`src/rtl/seq_pkg.sv`:
```
// Shared definitions for the nucleotide sequence path: base codes, packing
// geometry, packer FSM encoding and the packed-word FIFO entry layout.
package seq_pkg;

    // Two-bit nucleotide codes, identical to the generator's encoding.
    localparam logic [1:0] NT_A = 2'b00;
    localparam logic [1:0] NT_C = 2'b01;
    localparam logic [1:0] NT_G = 2'b10;
    localparam logic [1:0] NT_T = 2'b11;

    // Packing geometry: sixteen 2-bit bases fill one 32-bit word.
    localparam int BASES_PER_WORD = 16;
    localparam int WORD_W         = 32;
    localparam int SLOT_W         = 4;   // indexes a base slot inside a word
    localparam int BASES_W        = 5;   // holds 1..16

    // Packer control states.
    typedef enum logic [1:0] {
        IDLE    = 2'd0,
        COLLECT = 2'd1,
        DRAIN   = 2'd2
    } state_t;

    // One FIFO entry: {last, bases, data} = 38 bits.
    typedef struct packed {
        logic               last;
        logic [BASES_W-1:0] bases;
        logic [WORD_W-1:0]  data;
    } word_entry_t;

    // Place a base into its 2-bit slot of a partially packed word.
    function automatic logic [WORD_W-1:0] insert_base(
        input logic [WORD_W-1:0] word,
        input logic [SLOT_W-1:0] slot,
        input logic [1:0]        nt
    );
        logic [WORD_W-1:0] result;
        result = word;
        result[{slot, 1'b0} +: 2] = nt;
        return result;
    endfunction

endpackage

```
`src/rtl/seq_word_fifo.sv`:
```
// Small synchronous FIFO of packed words. Full and empty are registers
// derived from the next-state pointers, so downstream flow control never
// sees a combinational path from push/pop.
module seq_word_fifo
    import seq_pkg::*;
#(
    parameter int DEPTH = 4
) (
    input  logic        clk,
    input  logic        reset,
    input  logic        push,
    input  word_entry_t push_entry,
    input  logic        pop,
    output word_entry_t head,
    output logic        full,
    output logic        empty
);

    localparam int AW = $clog2(DEPTH);
    localparam logic [AW:0] PTR_ONE = {{AW{1'b0}}, 1'b1};

    word_entry_t mem [DEPTH];

    // Pointers carry one extra wrap bit to tell full from empty.
    logic [AW:0] wr_ptr;
    logic [AW:0] rd_ptr;
    logic [AW:0] wr_ptr_next;
    logic [AW:0] rd_ptr_next;
    logic        do_push;
    logic        do_pop;

    // A push into a full FIFO or a pop from an empty one is dropped.
    assign do_push = push && !full;
    assign do_pop  = pop && !empty;

    // Next pointer values for this cycle's accepted push and pop.
    always_comb begin
        // NOTE: defaults come first so every path assigns every output; a
        // missing branch assignment in always_comb would infer a latch.
        wr_ptr_next = wr_ptr;
        rd_ptr_next = rd_ptr;
        if (do_push) begin
            wr_ptr_next = wr_ptr + PTR_ONE;
        end
        if (do_pop) begin
            rd_ptr_next = rd_ptr + PTR_ONE;
        end
    end

    // Pointer and flag registers; flags are computed from the next pointers.
    always_ff @(posedge clk) begin
        // NOTE: sequential state uses non-blocking assignments so every
        // register samples its inputs before any of them update.
        if (reset) begin
            wr_ptr <= '0;
            rd_ptr <= '0;
            full   <= 1'b0;
            empty  <= 1'b1;
        end else begin
            wr_ptr <= wr_ptr_next;
            rd_ptr <= rd_ptr_next;
            full   <= (wr_ptr_next[AW] != rd_ptr_next[AW]) &&
                      (wr_ptr_next[AW-1:0] == rd_ptr_next[AW-1:0]);
            empty  <= (wr_ptr_next == rd_ptr_next);
        end
    end

    // Entry storage written on every accepted push.
    always_ff @(posedge clk) begin
        // NOTE: the storage array is deliberately not reset; the pointers
        // define which entries are live, and resetting a RAM costs a clear
        // port for no behavioural gain.
        if (do_push) begin
            mem[wr_ptr[AW-1:0]] <= push_entry;
        end
    end

    // Head is forced to zero while empty so stale storage never shows.
    assign head = empty ? '0 : mem[rd_ptr[AW-1:0]];

endmodule

```
`src/rtl/seq_packer.sv`:
```
// Collects a programmed-length run of 2-bit nucleotide codes, packs them
// sixteen per 32-bit word (first base in bits [1:0]) and streams the words
// out through a small FIFO with busy/done sequence status.
module seq_packer
    import seq_pkg::*;
#(
    parameter int SEQ_LEN_W  = 16,
    parameter int FIFO_DEPTH = 4
) (
    input  logic                 clk,
    input  logic                 reset,
    input  logic                 start,
    input  logic [SEQ_LEN_W-1:0] seq_len,
    input  logic [1:0]           nt_in,
    input  logic                 nt_valid,
    output logic                 nt_ready,
    output logic [WORD_W-1:0]    word_data,
    output logic [BASES_W-1:0]   word_bases,
    output logic                 word_last,
    output logic                 word_valid,
    input  logic                 word_ready,
    output logic                 busy,
    output logic                 done
);

    localparam logic [SEQ_LEN_W-1:0] LEN_ONE   = SEQ_LEN_W'(1);
    localparam logic [SLOT_W-1:0]    LAST_SLOT = SLOT_W'(BASES_PER_WORD - 1);

    state_t               state;
    logic [SEQ_LEN_W-1:0] remaining;   // bases still to accept, including the current one
    logic [SLOT_W-1:0]    slot;        // next free base slot in the pack register
    logic [WORD_W-1:0]    pack;        // word being assembled

    logic        fifo_full;
    logic        fifo_empty;
    logic        accept;
    logic        final_base;
    logic        word_end;
    logic        push;
    logic        pop;
    logic [WORD_W-1:0] merged;
    word_entry_t push_entry;
    word_entry_t head;

    // Intake handshake: only while collecting, gated by the registered full flag.
    assign nt_ready   = (state == COLLECT) && !fifo_full;
    assign accept     = nt_valid && nt_ready;

    // A word closes when its last slot fills or the sequence runs out.
    assign final_base = (remaining == LEN_ONE);
    assign word_end   = (slot == LAST_SLOT) || final_base;
    assign push       = accept && word_end;

    // The completed word includes the base accepted this cycle.
    assign merged     = insert_base(pack, slot, nt_in);

    assign push_entry.last  = final_base;
    assign push_entry.bases = {1'b0, slot} + 5'd1;
    assign push_entry.data  = merged;

    // Output stream is the FIFO head.
    assign pop        = word_valid && word_ready;
    assign word_valid = !fifo_empty;
    assign word_data  = head.data;
    assign word_bases = head.bases;
    assign word_last  = head.last;

    assign busy = (state != IDLE);

    // Sequence control: length capture, base packing and done pulse.
    always_ff @(posedge clk) begin
        if (reset) begin
            state     <= IDLE;
            remaining <= '0;
            slot      <= '0;
            pack      <= '0;
            done      <= 1'b0;
        end else begin
            done <= 1'b0;
            case (state)
                IDLE: begin
                    // A zero-length request would never finish, so it is dropped.
                    if (start && (seq_len != '0)) begin
                        state     <= COLLECT;
                        remaining <= seq_len;
                        slot      <= '0;
                        pack      <= '0;
                    end
                end

                COLLECT: begin
                    if (accept) begin
                        remaining <= remaining - LEN_ONE;
                        if (word_end) begin
                            slot <= '0;
                            pack <= '0;
                        end else begin
                            slot <= slot + 4'd1;
                            pack <= merged;
                        end
                        if (final_base) begin
                            state <= DRAIN;
                        end
                    end
                end

                DRAIN: begin
                    // The sequence ends when its final word leaves the FIFO.
                    if (pop && head.last) begin
                        done  <= 1'b1;
                        state <= IDLE;
                    end
                end

                default: begin
                    state <= IDLE;
                end
            endcase
        end
    end

    seq_word_fifo #(
        .DEPTH (FIFO_DEPTH)
    ) u_fifo (
        .clk        (clk),
        .reset      (reset),
        .push       (push),
        .push_entry (push_entry),
        .pop        (pop),
        .head       (head),
        .full       (fifo_full),
        .empty      (fifo_empty)
    );

endmodule

```
`config.mk`:
```
export PLATFORM = sky130hd
export DESIGN_NAME = seq_packer
export DESIGN_NICKNAME = d
export VERILOG_FILES = /design/src/rtl/seq_pkg.sv /design/src/rtl/seq_word_fifo.sv /design/src/rtl/seq_packer.sv
export SDC_FILE = /design/constraint.sdc
export NUM_CORES = 1
export LEC_CHECK = 0
export ABC_AREA = 1
export CAP_MARGIN = 20
export CORE_ASPECT_RATIO = 2
export CORE_MARGIN = 1.5
export CORE_UTILIZATION = 63
export CTS_CLUSTER_DIAMETER = 120
export DETAILED_ROUTE_END_ITERATION = 8
export DONT_BUFFER_PORTS = 1
export HOLD_SLACK_MARGIN = 0.12
export PLACE_DENSITY = 0.8
export SYNTH_ARGS = -nofsm -noshare
export SYNTH_HDL_FRONTEND = slang
export SYNTH_SLANG_ARGS = --single-unit
```
`constraint.sdc`:
```
create_clock -name clk -period 4.4 [get_ports clk]
set_input_delay 0.22 -clock clk [delete_from_list [all_inputs] [get_ports clk]]
set_output_delay 0.22 -clock clk [all_outputs]
set_load 0.005 [all_outputs]
```
==> metrics.yaml, run 1 <==
hp-start: "reset"
core_region_area_mm2: 0.01474
placementRows: 63
status: "complete, no violations"
final_common_cell: "nor2_1"
antenna_found_initial: 0
antenna_cells: 0
cp.buffers_inverters: 2
cap_violations: 0
cp_max_fo: 35
critical_path_class: "flop to flop"
p_leak_nw: 3.806
dp_hpwl_um: 13460
post-cts-setup-buffer-count: 0
start_util_pct: 64.25
cts_max_level: 1
cts_root_buf: "clkbuf_16"
cp_slowest_cell: "nor2_4"
top_layer: "met4"
ant_nets: 0
cts_tree: "yes"
synth_cell_type_count: 34
worstMarginPinSlew_ns: 1.002
final_max_slew_viol_count: 0
wl_per_cell_um: 17.31
gr-total-overflow: 0
synth.area.mux_share_pct: 0
num_io_pins: 65
drive_above_1_share_pct: 6.064
period_needed_ns: 3.441
routed-via-count: 7053
fmax_mhz: 290.6
wl_met2_um: 11750
grt_pass1_wl_um: 33040
setup_violations: 0
routabilityCongestion: 0.9329
drc_errors: 0
dieArea_mm2: 0.01582
fin_worst_skew_ns: 0.01679
holdCritPathClass: "primary input to flop"
grt_setup_unrepaired: "false"
relSlewSlack_pct: 33.13
ys_warn_count: 0
wirelength_met1_um: 7500
post-place-ws_ns: 1.490
whs_ns: 0.1439
synth-compound-area-share_pct: 12.60
post-route-period-util_pct: 78.20
synth_xor_area_share_pct: 1.097
path_delay_family: "simple AND/OR/NAND/NOR gates"
r2r_start: "state[1]"
dieWidth_um: 89.70
totalWireLength_um: 21360
synth-simple-area-share_pct: 18.87
cts_buffers: 18
worstSetupEndpointType: "flop"
port-buffer-count: 0
netlist_instances: 1021
postCtsResizedCells: 0
cts.sinks: 215
final_cell_mix: "nor2_1, nand2_1, edfxtp_1"
ir_drop_uv: 362.2
power.density_mw_per_mm2: 448.2
cp-start-kind: "flop"
clkSlewWorstSetupHoldPaths_ns: 0.07
path_common_cell: "nand2_2"
insertion_delay_ns: 0.49
synth_seq_area_share_pct: 61.51
worstSetupStartpoint: "state[1]"
met3WireLength_um: 949
setup_tns_ns: 0
arrival_ns: 3.88
synthAdderAreaFrac_pct: 1.321
ys_ff_latch: 215
first_pass_iters: 7
netlist_area_mm2: 0.009470
crit_chain: "inv_1 > nand2_2 > nor3b_4 > nor2_2 > nor2_1 > nand2_2 > nor2_4 > nand2_1 > a21oi_1 > dlygate4sd3_1"
cts_max_path_buffers: 3
grt_usage_pct: 27.61
syn_area_per_cell_um2: 9.276
finalWorstSetupSlack_ns: 0.9594
cpPeakStageDelay_ns: 0.80
syn_to_final_growth_pct: 10.57
grt_max_degree: 47
die_y_um: 176.4
synth_nets: 1054
final_net_count: 1060
synth_top_family_by_area: "simple AND/OR/NAND/NOR gates"
finalHoldViolCount: 0
viasPerCell: 5.716
crit_required_ns: 4.84
drtIter0Drc: 600
first_global_vias: 6822
## worst reg2reg max path, delay by kind of cell, from the launching register on
kind / cells / cell delay, ns
and+or+nand+nor: 7 / 2.28
buffers and inverters: 2 / 0.66
DFF: 1 / 0.32
AOI/OAI and AO/OA: 1 / 0.16
## sequential cells by signal (all words and copies together) (netlist names)
register and count:
u_fifo.wr_ptr 3, state 2, pack 32, u_fifo.full 1
u_fifo.mem 152, u_fifo.empty 1, done 1, remaining 16
slot 4, u_fifo.rd_ptr 3
## logic make-up (layout without fill, tap and decap cells)
| logic type | after synthesis | in the layout |
|---|---|---|
| AND/OR/NAND/NOR | 447 | 447 |
| AO/OA/AOI/OAI | 234 | 234 |
| flip-flops | 215 | 215 |
| buffers and inverters | 104 | 122 |
| XOR/XNOR | 11 | 11 |
| adder cells (fa/ha/maj) | 10 | 10 |
## cells in the mapped netlist
master | n | area, µm²
nand4_1 | 2 | 12.51
dfxtp_1 | 63 | 1261
xnor2_2 | 1 | 16.27
nor3_1 | 7 | 35.03
a21oi_1 | 97 | 485.5
nand2_1 | 179 | 671.9
a21oi_2 | 2 | 17.52
nor4_1 | 1 | 6.260
nand2_2 | 2 | 12.51
and2_1 | 1 | 6.260
buf_1 | 6 | 22.52
buf_6 | 5 | 56.30
a211oi_2 | 1 | 12.51
clkinv_2 | 2 | 10.01
clkbuf_1 | 34 | 127.6
inv_2 | 2 | 7.510
a21boi_0 | 2 | 15.01
nand3_1 | 32 | 160.2
nor3_2 | 1 | 10.01
buf_2 | 4 | 20.02
xor2_1 | 9 | 78.83
nor2_2 | 1 | 6.260
nand3b_1 | 3 | 22.52
xnor2_1 | 1 | 8.760
nor2_4 | 1 | 11.26
o21ai_0 | 126 | 630.6
ha_1 | 10 | 125.1
inv_1 | 51 | 191.4
nor2_1 | 215 | 807.0
edfxtp_1 | 152 | 4564
a211oi_1 | 1 | 7.510
or2_2 | 1 | 6.260
o21ai_1 | 5 | 25.02
nor3b_4 | 1 | 18.77
## where the power goes
group / switching, W / internal, W / total (W) / leakage, nW
logic: 0.000529 / 0.000210 / 0.000740 / 1.49
registers: 0.0000605 / 0.00223 / 0.00229 / 2.01
clock network: 0.000706 / 0.000954 / 0.00166 / 0.303
## repair_timing
| action | 4_1_cts | 5_1_grt |
|---|---|---|
| setup endpoints to repair | 0 | 0 |
| hold buffers | 22 | 0 |
| hold endpoints to repair | 59 | 0 |
## worst paths after layout
check,depth (start not counted),endpoint,slack (ns)
worst max register to register,10,pack[24],0.96
worst max-delay path,10,pack[24],0.96
worst min-delay path,2,u_fifo.empty,0.14
worst min register to register,2,pack[9],0.47
## metal layers
layer  up-vias  track usage (%)
li1       3450                -
met1      3300            29.01
met2       238            51.37
met3        65            3.179
met4         0            14.42
met5         -                0
## per-stage QoR
step | utilization [%] | area, µm² | total power (W) | std cells
after global routing | 71.04 | 10470 | 0.004886 | 1234
after global placement | 65.26 | 9619 | 0.003021 | 1180
final | 71.04 | 10470 | 0.004693 | 1234
after CTS | 71.04 | 10470 | 0.004696 | 1234
after detailed placement | 65.26 | 9619 | 0.003033 | 1180
after floorplan | - | 9470 | 0.002904 | 1021
## final cells by class
cell class / count / area, µm²
sequential: 215 / 5827
fill: 1090 / 4269
multi-input combinational: 702 / 3242
clock buffer: 22 / 508.0
timing repair buffer: 35 / 327.8
tap: 195 / 244.0
inverter: 55 / 209.0
clock inverter: 10 / 113.9
Note: power is estimated with default switching activity, not from simulation.
==> run 2, diff against run 1 <==
clock period = 3.3 ns   (was 4.4 ns; I/O delays follow)
==> metrics.yaml, run 2 (synthesis results as in run 1) <==
status: "complete, no violations"  # unchanged
drc_errors: 0  # unchanged
final_cells: 1237  # was 1234
worstSetupStartpoint: "slot[0]"  # was state[1]
cp-start-kind: "flop"  # unchanged
worstMarginPinSlew_ns: 0.8737  # was 1.002 ns
fmax_mhz: 392.1  # was 290.6 MHz
core_region_area_mm2: 0.01474  # unchanged
postPlaceCellArea_mm2: 0.009672  # was 0.009619 mm²
p_leak_nw: 3.834  # was 3.806 nW
final_net_count: 1063  # was 1060
wl_per_cell_um: 17.89  # was 17.31 µm
totalWireLength_um: 22130  # was 21360 µm
final_cell_mix: "nor2_1, nand2_1, edfxtp_1"  # unchanged
port-buffer-count: 0  # unchanged
cts_hold_buf: 23  # was 22
postCtsResizedCells: 0  # unchanged
min_path_cells: 4  # was 2
cts_max_path_buffers: 3  # unchanged
post-cts-setup-buffer-count: 0  # unchanged
r2r_start: "slot[0]"  # was state[1]
viasPerCell: 5.805  # was 5.716
dp_cells: 1182  # was 1180
grt_max_degree: 78  # was 47
reg2reg_to: "pack[25]"  # was pack[24]
cts_buffers: 18  # unchanged
final_common_cell: "nor2_1"  # unchanged
first_global_vias: 7015  # was 6822
cts.sinks: 215  # unchanged
grt_usage_pct: 28.60  # was 27.61%
holdCritPathClass: "primary input to flop"  # unchanged
ir_drop_uv: 600.0  # was 362.2 µV
routabilityCongestion: 0.9052  # was 0.9329
dp_hpwl_um: 13230  # was 13460 µm
clkSlewWorstSetupHoldPaths_ns: 0.07  # about the same
arrival_ns: 2.96  # was 3.88 ns
setup_tns_ns: 0  # unchanged
worstSetupEndpointType: "flop"  # unchanged
gr-total-overflow: 0  # unchanged
final_max_slew_viol_count: 0  # unchanged
rr_worst_depth: 9  # was 10
dieArea_mm2: 0.01582  # unchanged
insertion_delay_ns: 0.49  # about the same
power.density_mw_per_mm2: 596.7  # was 448.2 mW/mm²
critical_path_class: "flop to flop"  # unchanged
die_y_um: 176.4  # unchanged
cts_tree: "yes"  # unchanged
start_util_pct: 64.25  # unchanged
antenna_found_initial: 0  # unchanged
cap_violations: 0  # unchanged
antenna_cells: 0  # unchanged
setup_violations: 0  # unchanged
cts_root_buf: "clkbuf_16"  # unchanged
cts_max_level: 1  # unchanged
grt_setup_unrepaired: "false"  # unchanged
period_needed_ns: 2.551  # was 3.441 ns
largest_reg_flops: 152  # unchanged
grt_pass1_wl_um: 34440  # was 33040 µm
relSlewSlack_pct: 41.75  # was 33.13%
hold_end: "pack[1]"  # was u_fifo.empty
drive_above_1_share_pct: 6.238  # was 6.064%
finalHoldViolCount: 0  # unchanged
first_pass_iters: 5  # was 7
post-route-period-util_pct: 77.29  # was 78.20%
num_io_pins: 65  # unchanged
placementRows: 63  # unchanged
cp_max_fo: 15  # was 35
hp-start: "nt_in[1]"  # was reset
crit_required_ns: 3.71  # was 4.84 ns
ant_nets: 0  # unchanged
drtIter0Drc: 638  # was 600
syn_to_final_growth_pct: 11.31  # was 10.57%
rrSetupSlack_ns: 0.75  # was 0.96 ns
routed-via-count: 7181  # was 7053
fin_area_mm2: 0.01054  # was 0.01047 mm²
fin_worst_skew_ns: 0.007881  # was 0.01679 ns
dieWidth_um: 89.70  # unchanged
==> run 2: cell types whose count changed in the layout (fill, tap and decap cells not counted), sizes merged <==
cell	delta
clkbuf	+5
clkinv	-1
buf	+2
bufinv	-1
dlygate4sd3	+1
inv	-3
==> run 2: layer usage <==
layer / wire length, µm / vias up / global-route usage, %
li1: - / 3451 / -
met1: 7567 / 3385 / 29.57
met2: 12330 / 274 / 54.07
met3: 1162 / 71 / 3.413
met4: 1073 / 0 / 13.91
met5: 0 / - / 0
==> run 2: area by class of cell <==
type | count | area, µm²
clock buffers | 27 | 578.1
multi-input cells | 702 | 3242
inverters | 55 | 209.0
clock inverters | 5 | 51.30
fillers | 1067 | 4199
flip-flops and latches | 215 | 5827
repair buffers | 38 | 390.4
well taps | 195 | 244.0
==> run 2: report_power, final <==
part           internal, W  switching (W)
clock              0.00130       0.000915
sequential         0.00298      0.0000784
combinational     0.000293       0.000732
total              0.00457        0.00172
==> run 2: worst max path at each step <==
stage / end / slack, ns / cells past startpoint
after floorplan: u_fifo.mem[0][0] / 0.12 / 7
after global routing: pack[6] / 0.49 / 9
after CTS: pack[25] / 0.76 / 9
after detailed placement: u_fifo.mem[1][20] / 0.82 / 8
after global placement: u_fifo.mem[1][21] / 0.85 / 8
final: pack[25] / 0.75 / 9
==> run 2: metrics by stage <==
step | util, % | hold slack [ns] | total power (W) | setup WS, ns
after floorplan | - | 0.3587 | 0.003872 | 0.1157
after global placement | 65.61 | 0.2357 | 0.004040 | 0.8501
after detailed placement | 65.61 | 0.2365 | 0.004066 | 0.8199
after CTS | 71.51 | 0.1631 | 0.006281 | 0.7648
after global routing | 71.51 | 0.1835 | 0.006528 | 0.4890
final | 71.51 | 0.1739 | 0.006290 | 0.7493
==> run 2: critical path, cell delays in order, from the launching register on <==
cell	delay, ns
dfxtp_1	0.38
inv_1	0.21
ha_1	0.49
inv_1	0.15
nand3_1	0.12
nor2_1	0.20
nand2_1	0.15
o21ai_0	0.49
nand2_1	0.14
a21oi_1	0.15
==> run 3, diff against run 2 <==
ABC_AREA = 0   (was 1)
clock period = 2.5 ns   (was 3.3 ns; I/O delays follow)
==> metrics.yaml, run 3 <==
drive_above_1_share_pct: 21.19  # was 6.238%
dieArea_mm2: 0.01559  # was 0.01582 mm²
p_clk_share_pct: 40.5  # was 35.1%
drtIter0Drc: 388  # was 638
hold_end: "state[0]"  # was pack[1]
grtUsageMet2_pct: 48.77  # was 54.07%
use_met1_pct: 28.44  # was 29.57%
synth_cell_type_count: 61  # was 34
pwr-share-comb_pct: 6.2  # was 16.3%
yosys-top-cells-count: "edfxtp_1, dfxtp_1, and2_1, mux4_2, a22o_1"  # was nor2_1, nand2_1, edfxtp_1, o21ai_0, a21oi_1
synth_nets: 666  # was 1054
largest_reg_flops: 152  # unchanged
antenna_found_initial: 0  # unchanged
post-place-ws_ns: 0.1271  # was 0.8199 ns
fill_cells: 921  # was 1067
drc_errors: 0  # unchanged
synthFlopType: "edfxtp_1"  # unchanged
final_max_slew_viol_count: 0  # unchanged
critical_path_class: "flop to flop"  # unchanged
cts_root_buf: "clkbuf_16"  # unchanged
final_cell_mix: "edfxtp_1, dfxtp_1, and2_1"  # was nor2_1, nand2_1, edfxtp_1
post-cts-setup-buffer-count: 0  # unchanged
syn_to_final_growth_pct: 12.65  # was 11.31%
finalWorstSetupSlack_ns: 0.1207  # was 0.7493 ns
postPlaceCellArea_mm2: 0.009639  # was 0.009672 mm²
cap_violations: 0  # unchanged
start_util_pct: 64.65  # was 64.25%
cts_max_path_buffers: 3  # unchanged
min_path_cells: 4  # unchanged
switching_share_pct: 21.04  # was 27.42%
dieWidth_um: 89.05  # was 89.70 µm
synth_seq_area_share_pct: 62.45  # was 61.51%
core_region_area_mm2: 0.01443  # was 0.01474 mm²
cts.sinks: 215  # unchanged
rr_worst_depth: 6  # was 9
yosysTopAreaCellShare_pct: 48.93  # was 48.20%
crit_chain: "ha_1 > nor4b_1 > nand4_2 > a21oi_4 > and2_2 > buf_12"  # was inv_1 > ha_1 > inv_1 > nand3_1 > nor2_1 > nand2_1 > o21ai_0 > nand2_1 > a21oi_1
gr-total-overflow: 0  # unchanged
met3_usage_pct: 3.590  # was 3.413%
setup_violations: 0  # unchanged
cpPeakStageDelay_ns: 0.41  # was 0.49 ns
cp_slowest_cell: "dfxtp_1"  # was ha_1
status: "complete, no violations"  # unchanged
grt_max_degree: 39  # was 78
cp.buffers_inverters: 1  # was 2
cp_max_fo: 38  # was 15
rrSetupSlack_ns: 0.12  # was 0.75 ns
internal_power_w: 0.005698  # was 0.004565 W
setup_tns_ns: 0  # unchanged
finalHoldViolCount: 0  # unchanged
die_y_um: 175.1  # was 176.4 µm
synth_edf_count: 152  # unchanged
holdCritPathClass: "primary input to flop"  # unchanged
num_io_pins: 65  # unchanged
cts_max_level: 1  # unchanged
ys_warn_count: 0  # unchanged
crit_required_ns: 2.66  # was 3.71 ns
fmax_mhz: 420.3  # was 392.1 MHz
port-buffer-count: 0  # unchanged
worstMarginPinSlew_ns: 0.7572  # was 0.8737 ns
grt_pass1_wl_um: 31110  # was 34440 µm
first_pass_iters: 5  # unchanged
dp_hpwl_um: 12600  # was 13230 µm
cp-start-kind: "flop"  # unchanged
totalWireLength_um: 19690  # was 22130 µm
placementRows: 62  # was 63
viasPerCell: 6.456  # was 5.805
reg2reg_to: "u_fifo.mem[0][23]"  # was pack[25]
p_seq_share_pct: 53.3  # was 48.6%
cts_tree: "yes"  # unchanged
p_total_w: 0.007216  # was 0.006290 W
cts_buffers: 18  # unchanged
async_flop_share_pct: 0  # unchanged
syn_area_per_cell_um2: 14.74  # was 9.276 µm²
fin_worst_skew_ns: 0.009924  # was 0.007881 ns
period_needed_ns: 2.379  # was 2.551 ns
routabilityCongestion: 0.9337  # was 0.9052
final_common_cell: "edfxtp_1"  # was nor2_1
fin_util_pct: 72.83  # was 71.51%
wl_per_cell_um: 22.71  # was 17.89 µm
fin_area_mm2: 0.01051  # was 0.01054 mm²
post-route-period-util_pct: 95.17  # was 77.29%
routed-via-count: 5597  # was 7181
busiest_layer: "met2"  # unchanged
power.density_mw_per_mm2: 686.6  # was 596.7 mW/mm²
clkSlewWorstSetupHoldPaths_ns: 0.07  # about the same
hp-start: "seq_len[10]"  # was nt_in[1]
worstSetupEndpointType: "flop"  # unchanged
ir_drop_uv: 615.4  # was 600.0 µV
switchingPower_w: 0.001518  # was 0.001725 W
relSlewSlack_pct: 49.05  # was 41.75%
p_leak_nw: 3.525  # was 3.834 nW
synth_area_leaders: "edfxtp_1, dfxtp_1, mux4_2, mux2_2, a22o_1"  # was edfxtp_1, dfxtp_1, nor2_1, nand2_1, o21ai_0
antenna_cells: 0  # unchanged
ys_ff_latch: 215  # unchanged
final_net_count: 696  # was 1063
first_global_vias: 6008  # was 7015
arrival_ns: 2.54  # was 2.96 ns
insertion_delay_ns: 0.49  # about the same
path_delay_family: "simple AND/OR/NAND/NOR gates"  # was compound AO/OA/AOI/OAI gates
netlist_area_mm2: 0.009329  # was 0.009470 mm²
grt_setup_unrepaired: "false"  # unchanged
yosysTopAreaCell: "edfxtp_1"  # unchanged
grt_usage_pct: 26.50  # was 28.60%
synth_most_common_cell: "edfxtp_1"  # was nor2_1
netlist_instances: 633  # was 1021
ant_nets: 0  # unchanged
r2r_start: "remaining[0]"  # was slot[0]
==> run 3: layout make-up <==
type / count / area (µm²) / share of cell area [%]
inverter: 14 / 52.55 / 0.5001
sequential: 215 / 5829 / 55.47
timing repair buffer: 47 / 493.0 / 4.691
clock buffer: 24 / 494.2 / 4.703
multi-input combinational: 367 / 3283 / 31.24
tap: 192 / 240.2 / 2.286
clock inverter: 8 / 116.4 / 1.107
==> run 3: how the worst max path moves through the flow <==
stage | startpoint | depth (start not counted) | slack [ns] | endpoint
3_3_place_gp | remaining[1] | 7 | 0.19 | u_fifo.mem[1][22]
2_1_floorplan | remaining[1] | 6 | 0.28 | u_fifo.mem[0][0]
3_5_place_dp | remaining[1] | 7 | 0.13 | u_fifo.mem[1][22]
5_1_grt | remaining[0] | 6 | 0.009 | u_fifo.mem[1][22]
4_1_cts | remaining[1] | 7 | 0.11 | u_fifo.mem[1][22]
6_report | remaining[0] | 6 | 0.12 | u_fifo.mem[0][23]
==> run 3: cells by family (layout without fill, tap and decap cells) <==
kind of cell               after synthesis  in the layout  share of synthesized area [%]
xor gates and xnor gates                13             13                          1.221
adders and majority gates               10             10                          1.341
muxes                                   73             73                          13.36
AOI/OAI and AO/OA                      107            107                          8.785
buffers and inverters                   51             93                          2.494
DFF                                    215            215                          62.45
and+or+nand+nor                        164            164                          10.35
==> run 3: timing repair <==
action                     in CTS  in global routing
setup endpoints to repair       0                  3
hold buffers                   23                  0
gates resized for setup         0                  1
hold endpoints to repair      110                  0
==> run 3: metrics by stage <==
stage,hold slack (ns),std cells
after floorplan,0.3299,633
after global placement,0.1920,811
after detailed placement,0.1927,811
after CTS,0.1203,866
after global routing,0.1455,867
final,0.1167,867
==> run 3: power groups by stage <==
stage	Clock, W	Combinational [W]	Sequential (W)
after global placement	0	0.000379	0.00392
after CTS	0.00296	0.000436	0.00384
final	0.00292	0.000448	0.00384
after floorplan	0	0.000306	0.00391
after detailed placement	0	0.000390	0.00392
after global routing	0.00306	0.000486	0.00385
==> run 3: per-layer routing <==
layer | wire (µm) | vias to the layer above | share of wire (%)
met5 | 0 | - | 0
met4 | 1041 | 0 | 5.3
met3 | 883 | 67 | 4.5
met2 | 11060 | 204 | 56
met1 | 6706 | 2823 | 34
li1 | - | 2503 | -
==> run 3: worst register-to-register path, stage by stage (launching register included) <==
cell	delay, ns
dfxtp_1	0.41
ha_1	0.17
nor4b_1	0.39
nand4_2	0.31
a21oi_4	0.30
and2_2	0.21
buf_12	0.25
